<file path="src/rtl/truth_table_scanner.sv">
// Clocked truth-table scanner for a combinational gate under test.
// Walks every input vector, samples the gate, and grades the table.
module truth_table_scanner #(
  parameter int N_IN = 2,
  parameter int SETTLE = 1,
  parameter logic [2**N_IN-1:0] EXPECT = 4'b1101
) (
  input  logic              clk,
  input  logic              reset,
  input  logic              start,
  input  logic              gate_s,
  output logic [N_IN-1:0]   vec_out,
  output logic              busy,
  output logic              done,
  output logic [2**N_IN-1:0] table_out,
  output logic              pass,
  output logic [N_IN-1:0]   mismatch_idx
);

  localparam int TW = 2**N_IN;
  localparam int CW = (SETTLE > 0) ? $clog2(SETTLE + 1) : 1;
  localparam logic [N_IN:0] LAST = (N_IN+1)'(TW - 1);

  typedef enum logic [2:0] {
    S_IDLE,
    S_DRIVE,
    S_SETTLE,
    S_SAMPLE,
    S_DONE
  } state_t;

  state_t          state_q, state_d;
  logic [N_IN:0]   idx_q, idx_d;
  logic [CW-1:0]   cnt_q, cnt_d;
  logic [N_IN-1:0] vec_q, vec_d;
  logic            busy_q, busy_d;
  logic            done_q, done_d;
  logic [TW-1:0]   table_q, table_d;
  logic            pass_q, pass_d;
  logic [N_IN-1:0] mis_q, mis_d;

  function automatic logic [N_IN-1:0] low_idx(
    input logic [TW-1:0] v
  );
    low_idx = '0;
    for (int i = TW - 1; i >= 0; i--) begin
      if (v[i]) low_idx = N_IN'(i);
    end
  endfunction

  // Next-state and registered-output values for the scan sequence
  always_comb begin
    state_d = state_q;
    idx_d   = idx_q;
    cnt_d   = cnt_q;
    vec_d   = vec_q;
    busy_d  = busy_q;
    done_d  = 1'b0;
    table_d = table_q;
    pass_d  = pass_q;
    mis_d   = mis_q;
    unique case (state_q)
      S_IDLE: begin
        if (start) begin
          idx_d   = '0;
          table_d = '0;
          pass_d  = 1'b0;
          mis_d   = '0;
          vec_d   = '0;
          busy_d  = 1'b1;
          state_d = S_DRIVE;
        end
      end
      S_DRIVE: begin
        cnt_d   = CW'(SETTLE);
        state_d = (SETTLE == 0) ? S_SAMPLE : S_SETTLE;
      end
      S_SETTLE: begin
        cnt_d = cnt_q - CW'(1);
        if (cnt_q == CW'(1)) state_d = S_SAMPLE;
      end
      S_SAMPLE: begin
        table_d[idx_q[N_IN-1:0]] = gate_s;
        if (idx_q == LAST) begin
          done_d  = 1'b1;
          pass_d  = (table_d == EXPECT);
          mis_d   = low_idx(table_d ^ EXPECT);
          state_d = S_DONE;
        end else begin
          idx_d   = idx_q + (N_IN+1)'(1);
          vec_d   = idx_d[N_IN-1:0];
          state_d = S_DRIVE;
        end
      end
      S_DONE: begin
        busy_d  = 1'b0;
        state_d = S_IDLE;
      end
      default: state_d = S_IDLE;
    endcase
  end

  // State and output registers with synchronous reset
  always_ff @(posedge clk) begin
    if (reset) begin
      state_q <= S_IDLE;
      idx_q   <= '0;
      cnt_q   <= '0;
      vec_q   <= '0;
      busy_q  <= 1'b0;
      done_q  <= 1'b0;
      table_q <= '0;
      pass_q  <= 1'b0;
      mis_q   <= '0;
    end else begin
      state_q <= state_d;
      idx_q   <= idx_d;
      cnt_q   <= cnt_d;
      vec_q   <= vec_d;
      busy_q  <= busy_d;
      done_q  <= done_d;
      table_q <= table_d;
      pass_q  <= pass_d;
      mis_q   <= mis_d;
    end
  end

  assign vec_out      = vec_q;
  assign busy         = busy_q;
  assign done         = done_q;
  assign table_out    = table_q;
  assign pass         = pass_q;
  assign mismatch_idx = mis_q;

endmodule
</file>
<file path="config.mk">
export PLATFORM = sky130hd
export DESIGN_NAME = truth_table_scanner
export DESIGN_NICKNAME = d
export VERILOG_FILES = /design/src/rtl/truth_table_scanner.sv
export SDC_FILE = /design/constraint.sdc
export NUM_CORES = 1
export LEC_CHECK = 0
export ABC_AREA = 1
export CAP_MARGIN = 10
export CORE_MARGIN = 10
export CORE_UTILIZATION = 54
export DETAILED_ROUTE_END_ITERATION = 6
export PLACE_DENSITY_LB_ADDON = 0.3
export SYNTH_ARGS = -nofsm -noshare
export SYNTH_HDL_FRONTEND = slang
export SYNTH_SLANG_ARGS = --single-unit
</file>
<file path="constraint.sdc">
create_clock -name clk -period 2 [get_ports clk]
set_input_delay 0.4 -clock clk [delete_from_list [all_inputs] [get_ports clk]]
set_output_delay 0.4 -clock clk [all_outputs]
set_load 0.01 [all_outputs]
</file>
==> results.md <==
- Sw frac: 28.2%
- Max-cap violations: 0
- Via count: 781
- Crit Path Class: reg -> out
- Sequential area share after synthesis: 37.8%
- Number of distinct library cells after synthesis: 21
- WHS: 0.473 ns
- Die extent in x: 59.6 um
- Synth top area cells: dfxtp_1 (38%), nand2_1 (14%), inv_1 (7.5%)
- Fin. Hold Viols: 0
- Vias in the first global route: 728
- Tot GR Track Use: 10.8%
- Full die area: 0.00356 mm2
- Yosys top cell area share: 37.8%
- Worst path slowest cell: clkdlybuf4s50_1
- Cells after synthesis: 119
- Share of cells above drive strength 1: 11.1%
- GP Congestion: 0.854
- Yosys warns: 0
- Final core occ: 69.4%
- Buffers and inverters on the worst path: 1
- Clock Pin Slew Worst Setup and Hold Paths: 0.09 ns
- Post-layout min period: 1.69 ns
- Leading area contributor after synthesis: dfxtp_1
- Crit path cell chain: clkdlybuf4s50_1
- Nets: 145
- Worst Skew: 0.000493 ns
- Clock root buffer: clkbuf_4
- Placed inst area: 997 um2
- CTS Hold Bufs: 0
- Total power: 0.729 mW
- CTS H-Tree Depth: 1
- Final Non-Filler Cells: 151
- Power Dens Cells: 706 mW/mm2
- Cts bufs inserted: 3
- Antenna Cells: 0
- Setup Viol. Count Final: 0
- Sw Pwr: 0.206 mW
- Tightest Pin Transition: 0.374 ns
- Clk_lat worst skew: 0.29 ns
- Slew headroom: 74.8%
- Sequential power share: 49.0%
- Initial Util: 57.0%
- CP Capture Type: primary output
- Post-CTS Resized: 0
- Lkg Pwr: 0.438 nW
- DP Cell Count: 147
- Clk pwr share: 29.4%
- Global-route wire length before repair: 3.06 mm
- Outcome: finished clean
- Gate power share: 21.6%
- Largest net degree at the start of global routing: 10
- DRC: 0
- Final HPWL DP: 1.36 mm
- Slowest stage delay, CP: 0.57 ns
- DRT iter0 DRCs: 22
- Top Ports: 15
- Critical path arrival: 1.29 ns
- Site Rows: 14
- Final WL: 1.75 mm
- Syn_nets: 128
- DRT Pass-1 Iters: 4
- Fillers: 129
- Pre-CTS setup slack: 0.393 ns
- Clk buf depth: 2
- Min-Delay Path Class: reg -> reg
- Clk sinks: 16
- Final instance area: 0.00103 mm2
- Die height: 59.6 um
- Synth Area per Inst: 7.13 um2
- CP startpoint kind: register
- Peak supply drop: 450 uV
- Internal: 0.524 mW
- Worst Slack Setup Final: 0.313 ns
- Final Slew Violations: 0
- Setup TNS: 0 ns
- Post-Syn Area: 848 um2
- Port bufs: 14
- RR Startpoint: idx_q[0]
- Via/cell ratio: 5.17
- Post-CTS Setup Bufs: 0
- Hold Startpoint: cnt_q
- Fmax achieved: 593 MHz
- Grt ovf: 0
- Crit Path Max Fanout: 5
- Final clock period utilization by the worst path: 84.4%
- Initial antenna violation count: 0
- Syn-to-layout area delta: 21.8%
- Synthesized flop and latch total: 16
- RSZ-0062 raised after global routing: false
- CP startpoint: idx_q[1]
- Critical Path RT: 1.60 ns
- Critical path's top delay family: buffers and inverters
- CTS tree: built
- Core area: 0.00149 mm2
- WL per Instance: 11.6 um
- Final ANT Viol Nets: 0
Yosys cell counts:
library cell  instances
nand2_1              32
inv_1                17
dfxtp_1              16
a21oi_1              10
nor2_1                6
ha_1                  5
o21ai_0               5
nand2_2               4
nand3_1               4
nand3b_1              4
buf_4                 2
inv_2                 2
nor2_4                2
nor3_1                2
or2_1                 2
a21oi_2               1
clkbuf_1              1
nand3_2               1
o21a_1                1
o21ai_1               1
o22ai_1               1
layer usage:
layer  up-vias  GRT usage [%]  wire [um]
li1        405              -          -
met1       361           12.3        775
met2        11           18.1        866
met3         4           3.65         92
met4         0           3.85         19
met5         -              0          0
power by group through the flow:
stage	sequential, mW	clock (mW)	combinational (mW)
2_1_floorplan	0.369	0	0.101
3_3_place_gp	0.364	0	0.156
4_1_cts	0.357	0.217	0.160
3_5_place_dp	0.365	0	0.159
6_report	0.357	0.214	0.158
5_1_grt	0.360	0.234	0.179
tightest hold or removal path: cells and delay by family (launching register included):
kind / cells / cell delay (ns)
AO/OA/AOI/OAI: 1 / 0.06
buffers and inverters: 1 / 0.06
flip-flops: 1 / 0.32
placed cells by master, fill, tap and decap left out:
cell,n
nand2_2,4
o22ai_1,1
a21oi_2,1
inv_1,17
nor3_1,2
clkbuf_4,3
nand3_1,4
o21ai_0,5
nand3_2,1
nand2_1,32
ha_1,5
buf_4,1
dfxtp_1,16
o21a_1,1
o21ai_1,1
clkdlybuf4s50_1,14
nor2_4,2
or2_1,2
nand3b_1,4
inv_2,2
a21oi_1,10
nor2_1,6
clkbuf_8,1
registers in the layout, summed over array words and instances, names as in the netlist:
name	flops
pass	1
state_q	3
mismatch_idx	2
cnt_q	1
done	1
idx_q	3
busy	1
table_out	4
logic make-up after synthesis:
kind of cell	Yosys count	share of synthesized area, %
compound gates	19	12.1
flops	16	37.8
buf+inv	22	10.6
simple gates	57	32.2
fa+ha+maj	5	7.37
path summary, 6_finish.rpt:
path / end / slack [ns] / cells after the start
worst max-delay path: vec_out[1] / 0.31 / 1
worst min-delay path: cnt_q / 0.47 / 2
worst max register to register: mismatch_idx[0] / 0.49 / 7
worst min register to register: cnt_q / 0.47 / 2
layout make-up:
cell class	instances	area [um2]	area share, %
Tap cell	16	20.0	1.94
Sequential cell	16	320	31.0
Multi-Input combinational cell	81	438	42.4
Clock buffer	4	36.3	3.51
Inverter	19	71.3	6.90
Timing Repair Buffer	15	148	14.3
(Power assumes the default switching activity.)
